## config.mk

```make
export PLATFORM = sky130hd
export DESIGN_NAME = mem_lsu_flat
export DESIGN_NICKNAME = d
export VERILOG_FILES = /design/src/rtl/mem_lsu_pkg.sv /design/src/rtl/mem_lsu_if.sv /design/src/rtl/mem_lsu_align.sv /design/src/rtl/mem_lsu.sv /design/src/flat_wrapper.sv
export SDC_FILE = /design/constraint.sdc
export NUM_CORES = 1
export LEC_CHECK = 0
export BUFFER_PORTS_ARGS = -buffer_cell sky130_fd_sc_hd__buf_4
export CAP_MARGIN = 10
export CORE_MARGIN = 1
export CORE_UTILIZATION = 50
export CTS_BUF_LIST = sky130_fd_sc_hd__clkbuf_4
export DETAILED_ROUTE_END_ITERATION = 7
export PLACE_DENSITY = 0.86
export SYNTH_ARGS = -nofsm -noshare
export SYNTH_HDL_FRONTEND = slang
export SYNTH_SLANG_ARGS = --single-unit
```

## constraint.sdc

```tcl
create_clock -name clk -period 5.64 [get_ports clk]
set_input_delay 1.128 -clock clk [delete_from_list [all_inputs] [get_ports clk]]
set_output_delay 1.128 -clock clk [all_outputs]
set_load 0.03 [all_outputs]
```

## src/rtl/mem_lsu_pkg.sv

```systemverilog
// Shared definitions for the load/store memory stage: memop and FSM encodings,
// reset constants and small decode helpers.
package mem_lsu_pkg;

    typedef enum logic [3:0] {
        MEMOP_NONE = 4'd0,
        MEMOP_LB   = 4'd1,
        MEMOP_LBU  = 4'd2,
        MEMOP_LH   = 4'd3,
        MEMOP_LHU  = 4'd4,
        MEMOP_LW   = 4'd5,
        MEMOP_SB   = 4'd6,
        MEMOP_SH   = 4'd7,
        MEMOP_SW   = 4'd8
    } memop_e;

    typedef enum logic {
        ST_IDLE = 1'b0,
        ST_REQ  = 1'b1
    } state_e;

    localparam logic [31:0] ZERO_WORD    = 32'h0000_0000;
    localparam logic [4:0]  NOP_REG_ADDR = 5'd0;

    // Codes outside the defined set are treated as plain pass-through results.
    function automatic logic is_mem(memop_e op);
        return op inside {MEMOP_LB, MEMOP_LBU, MEMOP_LH, MEMOP_LHU, MEMOP_LW,
                          MEMOP_SB, MEMOP_SH, MEMOP_SW};
    endfunction

    function automatic logic is_store(memop_e op);
        return op inside {MEMOP_SB, MEMOP_SH, MEMOP_SW};
    endfunction

    function automatic logic misaligned(memop_e op, logic [1:0] addr_lo);
        case (op)
            MEMOP_LH, MEMOP_LHU, MEMOP_SH: return addr_lo[0];
            MEMOP_LW, MEMOP_SW:            return addr_lo != 2'b00;
            default:                       return 1'b0;
        endcase
    endfunction

endpackage

```

## src/rtl/mem_lsu_if.sv

```systemverilog
// Data-memory req/ack bus between the load/store stage (master) and memory (slave).
interface mem_lsu_if #(
    parameter int ADDR_W = 32,
    parameter int DATA_W = 32
);
    logic              req;
    logic              we;
    logic [ADDR_W-1:0] addr;
    logic [3:0]        sel;
    logic [DATA_W-1:0] wdata;
    logic [DATA_W-1:0] rdata;
    logic              ack;

    modport master (output req, we, addr, sel, wdata, input rdata, ack);
    modport slave  (input req, we, addr, sel, wdata, output rdata, ack);
endinterface

```

## src/rtl/mem_lsu_align.sv

```systemverilog
// Byte-lane helper for the load/store stage: lane select mask, store-data
// replication and load lane extraction with sign/zero extension.
module mem_lsu_align
    import mem_lsu_pkg::*;
(
    input  memop_e      op_i,
    input  logic [1:0]  addr_lo_i,
    input  logic [31:0] store_data_i,
    input  logic [31:0] rdata_i,
    output logic [3:0]  sel_o,
    output logic [31:0] wdata_o,
    output logic [31:0] load_data_o
);

    logic signed [7:0]  byte_s;
    logic signed [15:0] half_s;
    logic signed [31:0] byte_ext;
    logic signed [31:0] half_ext;

    always_comb begin
        byte_s      = signed'(rdata_i[{addr_lo_i, 3'b000} +: 8]);
        half_s      = signed'(addr_lo_i[1] ? rdata_i[31:16] : rdata_i[15:0]);
        byte_ext    = byte_s;
        half_ext    = half_s;
        sel_o       = 4'b0000;
        wdata_o     = store_data_i;
        load_data_o = rdata_i;
        // Halfword lanes follow addr[1] only, so addr[0] never shifts a half.
        case (op_i)
            MEMOP_LB: begin
                sel_o       = 4'b0001 << addr_lo_i;
                load_data_o = byte_ext;
            end
            MEMOP_LBU: begin
                sel_o       = 4'b0001 << addr_lo_i;
                load_data_o = {24'h0, byte_s};
            end
            MEMOP_LH: begin
                sel_o       = addr_lo_i[1] ? 4'b1100 : 4'b0011;
                load_data_o = half_ext;
            end
            MEMOP_LHU: begin
                sel_o       = addr_lo_i[1] ? 4'b1100 : 4'b0011;
                load_data_o = {16'h0, half_s};
            end
            MEMOP_LW, MEMOP_SW: sel_o = 4'b1111;
            MEMOP_SB: begin
                sel_o   = 4'b0001 << addr_lo_i;
                wdata_o = {4{store_data_i[7:0]}};
            end
            MEMOP_SH: begin
                sel_o   = addr_lo_i[1] ? 4'b1100 : 4'b0011;
                wdata_o = {2{store_data_i[15:0]}};
            end
            default: sel_o = 4'b0000;
        endcase
    end

endmodule

```

## src/rtl/mem_lsu.sv

```systemverilog
// Load/store memory stage between EX and WB: pass-through for ALU results,
// req/ack data-memory transactions for loads/stores. Optional MEM_ALIGN_CHECK_EN.
module mem_lsu
    import mem_lsu_pkg::*;
#(
    parameter int ADDR_W     = 32,
    parameter int REG_ADDR_W = 5,
    parameter int DATA_W     = 32
) (
    input  logic                  clk,
    input  logic                  rst,
    input  logic                  valid_i,
    input  logic [REG_ADDR_W-1:0] wd_i,
    input  logic                  wreg_i,
    input  logic [DATA_W-1:0]     wdata_i,
    input  memop_e                memop_i,
    input  logic [ADDR_W-1:0]     mem_addr_i,
    input  logic [DATA_W-1:0]     store_data_i,
    output logic                  stallreq_o,
    output logic                  valid_o,
    output logic [REG_ADDR_W-1:0] wd_o,
    output logic                  wreg_o,
    output logic [DATA_W-1:0]     wdata_o,
    mem_lsu_if.master             dmem,
    output logic                  excpt_o,
    output logic [ADDR_W-1:0]     badaddr_o
);

    if (DATA_W != 32) begin : g_bad_data_w
        $error("mem_lsu: DATA_W must be 32");
    end

    state_e                state_q, state_d;
    memop_e                op_q, op_d;
    logic [1:0]            lo_q, lo_d;
    logic [REG_ADDR_W-1:0] pend_wd_q, pend_wd_d;
    logic                  valid_q, valid_d;
    logic [REG_ADDR_W-1:0] wd_out_q, wd_out_d;
    logic                  wreg_q, wreg_d;
    logic [DATA_W-1:0]     wdata_q, wdata_d;
    logic                  excpt_q, excpt_d;
    logic [ADDR_W-1:0]     badaddr_q, badaddr_d;
    logic                  req_q, req_d;
    logic                  we_q, we_d;
    logic [ADDR_W-1:0]     baddr_q, baddr_d;
    logic [3:0]            sel_q, sel_d;
    logic [DATA_W-1:0]     bwdata_q, bwdata_d;
    logic                  stall;
    logic                  mis;
    memop_e                align_op;
    logic [1:0]            align_lo;
    logic [3:0]            align_sel;
    logic [31:0]           align_wdata;
    logic [31:0]           align_load;

    // One lane unit serves both paths: inputs in IDLE, latched op in REQ.
    always_comb begin
        align_op = (state_q == ST_REQ) ? op_q : memop_i;
        align_lo = (state_q == ST_REQ) ? lo_q : mem_addr_i[1:0];
    end

    mem_lsu_align u_align (
        .op_i         (align_op),
        .addr_lo_i    (align_lo),
        .store_data_i (store_data_i),
        .rdata_i      (dmem.rdata),
        .sel_o        (align_sel),
        .wdata_o      (align_wdata),
        .load_data_o  (align_load)
    );

`ifdef MEM_ALIGN_CHECK_EN
    assign mis = misaligned(memop_i, mem_addr_i[1:0]);
`else
    assign mis = 1'b0;
`endif

    always_comb begin
        state_d   = state_q;
        op_d      = op_q;
        lo_d      = lo_q;
        pend_wd_d = pend_wd_q;
        valid_d   = 1'b0;
        wd_out_d  = wd_out_q;
        wreg_d    = wreg_q;
        wdata_d   = wdata_q;
        excpt_d   = excpt_q;
        badaddr_d = badaddr_q;
        req_d     = req_q;
        we_d      = we_q;
        baddr_d   = baddr_q;
        sel_d     = sel_q;
        bwdata_d  = bwdata_q;
        stall     = 1'b0;
        case (state_q)
            ST_IDLE: begin
                if (valid_i) begin
                    if (!is_mem(memop_i)) begin
                        valid_d  = 1'b1;
                        wd_out_d = wd_i;
                        wreg_d   = wreg_i;
                        wdata_d  = wdata_i;
                        excpt_d  = 1'b0;
                    end else if (mis) begin
`ifdef MEM_ALIGN_CHECK_EN
                        valid_d   = 1'b1;
                        wd_out_d  = wd_i;
                        wreg_d    = 1'b0;
                        excpt_d   = 1'b1;
                        badaddr_d = mem_addr_i;
`endif
                    end else begin
                        state_d   = ST_REQ;
                        stall     = 1'b1;
                        op_d      = memop_i;
                        lo_d      = mem_addr_i[1:0];
                        pend_wd_d = wd_i;
                        req_d     = 1'b1;
                        we_d      = is_store(memop_i);
                        baddr_d   = {mem_addr_i[ADDR_W-1:2], 2'b00};
                        sel_d     = align_sel;
                        bwdata_d  = align_wdata;
                    end
                end
            end
            ST_REQ: begin
                if (dmem.ack) begin
                    state_d  = ST_IDLE;
                    req_d    = 1'b0;
                    valid_d  = 1'b1;
                    wd_out_d = pend_wd_q;
                    excpt_d  = 1'b0;
                    if (is_store(op_q)) begin
                        wreg_d = 1'b0;
                    end else begin
                        wreg_d  = 1'b1;
                        wdata_d = align_load;
                    end
                end else begin
                    stall = 1'b1;
                end
            end
            default: state_d = ST_IDLE;
        endcase
    end

    // Async reset clears the bus request at once, abandoning any transaction.
    always_ff @(posedge clk or negedge rst) begin
        if (!rst) begin
            state_q   <= ST_IDLE;
            op_q      <= MEMOP_NONE;
            lo_q      <= 2'b00;
            pend_wd_q <= NOP_REG_ADDR;
            valid_q   <= 1'b0;
            wd_out_q  <= NOP_REG_ADDR;
            wreg_q    <= 1'b0;
            wdata_q   <= ZERO_WORD;
            excpt_q   <= 1'b0;
            badaddr_q <= '0;
            req_q     <= 1'b0;
            we_q      <= 1'b0;
            baddr_q   <= '0;
            sel_q     <= 4'b0000;
            bwdata_q  <= ZERO_WORD;
        end else begin
            state_q   <= state_d;
            op_q      <= op_d;
            lo_q      <= lo_d;
            pend_wd_q <= pend_wd_d;
            valid_q   <= valid_d;
            wd_out_q  <= wd_out_d;
            wreg_q    <= wreg_d;
            wdata_q   <= wdata_d;
            excpt_q   <= excpt_d;
            badaddr_q <= badaddr_d;
            req_q     <= req_d;
            we_q      <= we_d;
            baddr_q   <= baddr_d;
            sel_q     <= sel_d;
            bwdata_q  <= bwdata_d;
        end
    end

    assign stallreq_o = stall;
    assign valid_o    = valid_q;
    assign wd_o       = wd_out_q;
    assign wreg_o     = wreg_q;
    assign wdata_o    = wdata_q;
    assign excpt_o    = excpt_q;
    assign badaddr_o  = badaddr_q;
    assign dmem.req   = req_q;
    assign dmem.we    = we_q;
    assign dmem.addr  = baddr_q;
    assign dmem.sel   = sel_q;
    assign dmem.wdata = bwdata_q;

endmodule
```

## src/flat_wrapper.sv

```systemverilog
// flat-port wrapper written by rule: the top's interface ports become plain ports
module mem_lsu_flat import mem_lsu_pkg::*;
#(
    parameter int ADDR_W     = 32,
    parameter int REG_ADDR_W = 5,
    parameter int DATA_W     = 32
)
  (clk, rst, valid_i, wd_i, wreg_i, wdata_i, memop_i, mem_addr_i, store_data_i, stallreq_o, valid_o, wd_o, wreg_o, wdata_o, excpt_o, badaddr_o, dmem_req, dmem_we, dmem_addr, dmem_sel, dmem_wdata, dmem_rdata, dmem_ack);
  mem_lsu_if #(.ADDR_W(ADDR_W), .DATA_W(DATA_W)) dmem_i ();
  input  logic clk;
  input  logic rst;
  input  logic valid_i;
  input  logic [REG_ADDR_W-1:0] wd_i;
  input  logic wreg_i;
  input  logic [DATA_W-1:0] wdata_i;
  input  memop_e memop_i;
  input  logic [ADDR_W-1:0] mem_addr_i;
  input  logic [DATA_W-1:0] store_data_i;
  output logic stallreq_o;
  output logic valid_o;
  output logic [REG_ADDR_W-1:0] wd_o;
  output logic wreg_o;
  output logic [DATA_W-1:0] wdata_o;
  output logic excpt_o;
  output logic [ADDR_W-1:0] badaddr_o;
  output wire logic [$bits(dmem_i.req)-1:0] dmem_req;
  output wire logic [$bits(dmem_i.we)-1:0] dmem_we;
  output wire logic [$bits(dmem_i.addr)-1:0] dmem_addr;
  output wire logic [$bits(dmem_i.sel)-1:0] dmem_sel;
  output wire logic [$bits(dmem_i.wdata)-1:0] dmem_wdata;
  input wire logic [$bits(dmem_i.rdata)-1:0] dmem_rdata;
  input wire logic [$bits(dmem_i.ack)-1:0] dmem_ack;
  assign dmem_req = dmem_i.req;
  assign dmem_we = dmem_i.we;
  assign dmem_addr = dmem_i.addr;
  assign dmem_sel = dmem_i.sel;
  assign dmem_wdata = dmem_i.wdata;
  assign dmem_i.rdata = dmem_rdata;
  assign dmem_i.ack = dmem_ack;
  mem_lsu #(.ADDR_W(ADDR_W), .REG_ADDR_W(REG_ADDR_W), .DATA_W(DATA_W)) u_core (.clk(clk), .rst(rst), .valid_i(valid_i), .wd_i(wd_i), .wreg_i(wreg_i), .wdata_i(wdata_i), .memop_i(memop_i), .mem_addr_i(mem_addr_i), .store_data_i(store_data_i), .stallreq_o(stallreq_o), .valid_o(valid_o), .wd_o(wd_o), .wreg_o(wreg_o), .wdata_o(wdata_o), .dmem(dmem_i), .excpt_o(excpt_o), .badaddr_o(badaddr_o));
endmodule
```

==> metrics.md <==
| Metric | Value |
|---|---|
| Status | complete, no violations |
| Post-Syn Instances | 718 |
| Num ports | 285 |
| Flop2flop setup slack | 2.07 ns |
| Post-synth cell types | 54 |
| CP delay by family, top | flip-flops |
| Clock latency on the worst-skew pair | roughly 0.56 ns |
| Synth Register Bits | 119 |
| Data arrival time of the critical path | 2.95 ns |
| Fmax | 0.245 GHz |
| Max FO, Critical Path | 50 |
| Num CTS Buffers | 17 |
| Seq/Total Area, Yosys | 0.476 |
| Vias in the first global route | between 5000 and 6000 |
| Setup TNS | 0 ns |
| Iter 0 DRT Violations | about 400 |
| Clk slew on worst S/H paths | 0.10 ns |
| Via count | around 6000 |
| First-pass GRT wire length | 29600 um |
| Count of final max-slew check failures | 0 |
| Max Cap Viol | 0 |
| Pleak | 4.28 nW |
| Count of final setup violators | 0 |
| WHS | 0.474 ns |
| Worst path buffer plus inverter count | 2 |
| RSZ-0062 raised after global routing | false |
| CTS tree | done |
| Pre-antenna DRT Iters | 7 |
| Area grow syn2layout | 33.8% |
| CP peak stage delay | slightly above 1 ns |
| CP Launch Type | flop |
| Asr flop ratio synth | 1.00 |
| Initial core utilization | 0.517 |
| Via density per instance | 5.30 |
| Worst Hold Path Cells | 2 |
| Drt drc | 0 |
| X dimension of the die | between 100 and 150 um |
| Tcrit/Tclk final | 0.722 |
| Post-CTS setup repair buffer count | 0 |
| Setup Skew | ~0.017 ns |
| Die area | roughly 13000 um^2 |
| Crit-path cells | clkinv_1, o21ai_0, buf_4 |
| Worst setup EP type | output pin |
| Syn. warnings | 0 |
| Dpl hpwl | ~14000 um |
| Fraction of layout cells with a size suffix above 1 | 0.314 |
| Gpl congestion | 0.888 |
| Fin util | 0.691 |
| Power density over the cells | 419 nW/um^2 |
| Clock Tree Buf Depth | 2 |
| Post_cts resized | 0 |
| PortBufs | 249 |
| R2R depth | 5 |
| WP data required | roughly 4.5 ns |
| # H-tree levels | 4 |
| Worst hold path type | reg2reg |
| Synthesized cell area | 6260 um^2 |
| Drt wl/cell | 16.7 um |
| Largest net degree at the start of global routing | 96 |
| Die height | 114 um |
| Worst-Margin Slew | 0.996 ns |
| Synthesized area per cell | 8.72 um^2 |
| GRT Total Usage | 0.300 |
| Global route overflow | 0 |
| Final worst slack | 1.57 ns |
| Slowest CP cell | dfrtp_2 |
| EDFF count, synth | 0 |
| Dpl ws | around 2.0 ns |
| Top FF cell, synth | dfrtp_1 |
| Final Critical Period | 4.07 ns |
| Final ANT Viol Nets | 0 |
| # hold bufs at CTS | 0 |
| Hold Fails Final Rpt | 0 |
| Final nets | about 1100 |
| Peak VDD IR | 0.000230 V |
| Placed cells | 1093 |
| Setup CP Type | reg2out |
| Finished Layout Cells | 1128 |
| Slew HR | 0.336 |
| CTS Sinks | approximately 120 |
| Row Count | 40 |
| Initial antenna violation count | 0 |
| Core box area | 12100 um^2 |
| WP depth | 3 |
| CTS root buf | clkbuf_4 |
| WL final | between 15000 and 20000 um |
-- cells in the final DEF, fill, tap and decap left out, drive strengths merged, types with 4 or more instances in the layout --
master	n
nand4	5
mux2i	28
o41a	6
nand2	235
o21ai	41
o31ai	21
nor3	6
clkbuf	20
o211ai	14
a211oi	4
nand3	12
a21oi	37
nor2	26
mux2	4
inv	6
dfrtp	119
a221o	6
clkinv	8
a2bb2oi	6
buf	258
and2	7
o22ai	10
bufinv	4
conb	35
-- layout make-up --
cell class	instances	area [um^2]
clock buffers	20	150
inverters	7	26.3
flip-flops and latches	119	2980
repair buffers	258	1940
fillers	1017	3740
clock inverters	12	158
diodes	1	2.50
well taps	168	210
multi-input cells	543	2910
-- power breakdown --
group | internal (W) | leakage, nW | switching (W) | total [W]
combinational | 0.000588 | 2.65 | 0.000967 | 0.00155
clock | 0.000358 | 0.167 | 0.000322 | 0.000680
sequential | 0.00110 | 1.46 | 0.000178 | 0.00127
-- worst register-to-register path: cells and delay by family, from the launching register on --
kind | cells | cell delay (ns)
AO/OA/AOI/OAI | 2 | 0.60
buffers and inverters | 1 | 0.74
flip-flops | 1 | 1.02
AND/OR/NAND/NOR | 2 | 1.08
-- synthesized netlist by cell type (all sizes together) (2+ instances only) --
library cell / instances / area, um^2
clkbuf: 24 / 90.1
o31ai: 21 / 168
mux2i: 28 / 284
nand3: 12 / 60.1
mux2: 4 / 48.8
and2: 7 / 43.8
a2bb2oi: 6 / 52.6
a221o: 6 / 60.1
a22o: 3 / 26.3
nand4: 5 / 31.3
a2111oi: 2 / 17.5
a21o: 2 / 15.0
dfrtp: 119 / 2980
a211o: 2 / 17.5
o21ai: 41 / 205
nand2: 235 / 882
and3: 3 / 18.8
inv: 6 / 22.5
a221oi: 3 / 26.3
buf: 59 / 405
a31oi: 2 / 12.5
and3b: 2 / 17.5
nor3: 6 / 30.0
xor2: 2 / 17.5
nor2: 26 / 97.6
nor2b: 2 / 12.5
a21oi: 37 / 185
o41a: 6 / 67.6
o211ai: 14 / 105
o22ai: 10 / 62.6
mux4: 2 / 45.0
nor3b: 3 / 22.5
a211oi: 4 / 30.0
-- kinds of logic (layout without fill, tap and decap cells) --
kind of cell              count (synthesis)  in the layout  share of synthesized area
buffers and inverters                    90            297                     0.0833
xor gates and xnor gates                  2              2                    0.00280
and+or+nand+nor                         309            309                      0.203
other                                     1             36                   0.000599
DFF                                     119            119                      0.476
AOI/OAI and AO/OA                       163            163                      0.174
muxes                                    34             34                     0.0604
-- metal layers --
metal / routed length [um] / GRT usage / vias up / share of wire
li1: - / - / 2867 / -
met1: 7380 / 0.369 / 2763 / 0.39
met2: 9140 / 0.487 / 313 / 0.48
met3: 1860 / 0.103 / 39 / 0.099
met4: 478 / 0.119 / 0 / 0.025
met5: 0 / 0 / - / 0
-- registers in the layout, summed over array words and instances, names as in the netlist --
signal	flops
u_core.dmem.sel	4
u_core.wdata_o	32
u_core.wreg_o	1
u_core.valid_o	1
u_core.dmem.we	1
u_core.lo_q	2
u_core.wd_o	5
u_core.op_q	4
u_core.dmem.req	1
u_core.state_q	1
u_core.dmem.addr	30
u_core.dmem.wdata	32
u_core.pend_wd_q	5
-- through the flow --
| stage | total power (W) | area, um^2 |
|---|---|---|
| finish | 0.00351 | 8370 |
| global route | 0.00370 | 8370 |
| CTS | 0.00352 | 8360 |
| detailed placement | 0.00284 | 8050 |
| global placement | 0.00282 | 8050 |
| floorplan | 0.00224 | 6390 |
-- final timing paths --
kind,startpoint,end
max,u_core.state_q$_DFF_PN0_,stallreq_o
min,u_core.dmem.wdata[14]$_DFFE_PN0P_,u_core.dmem.wdata[14]$_DFFE_PN0P_
max reg2reg,u_core.state_q$_DFF_PN0_,u_core.wdata_o[7]$_DFFE_PN0P_
min reg2reg,u_core.dmem.wdata[14]$_DFFE_PN0P_,u_core.dmem.wdata[14]$_DFFE_PN0P_
max in group asynchronous,rst,u_core.dmem.addr[27]$_DFFE_PN0P_
min in group asynchronous,rst,u_core.wdata_o[22]$_DFFE_PN0P_
Power figures use the tool's default switching activity.
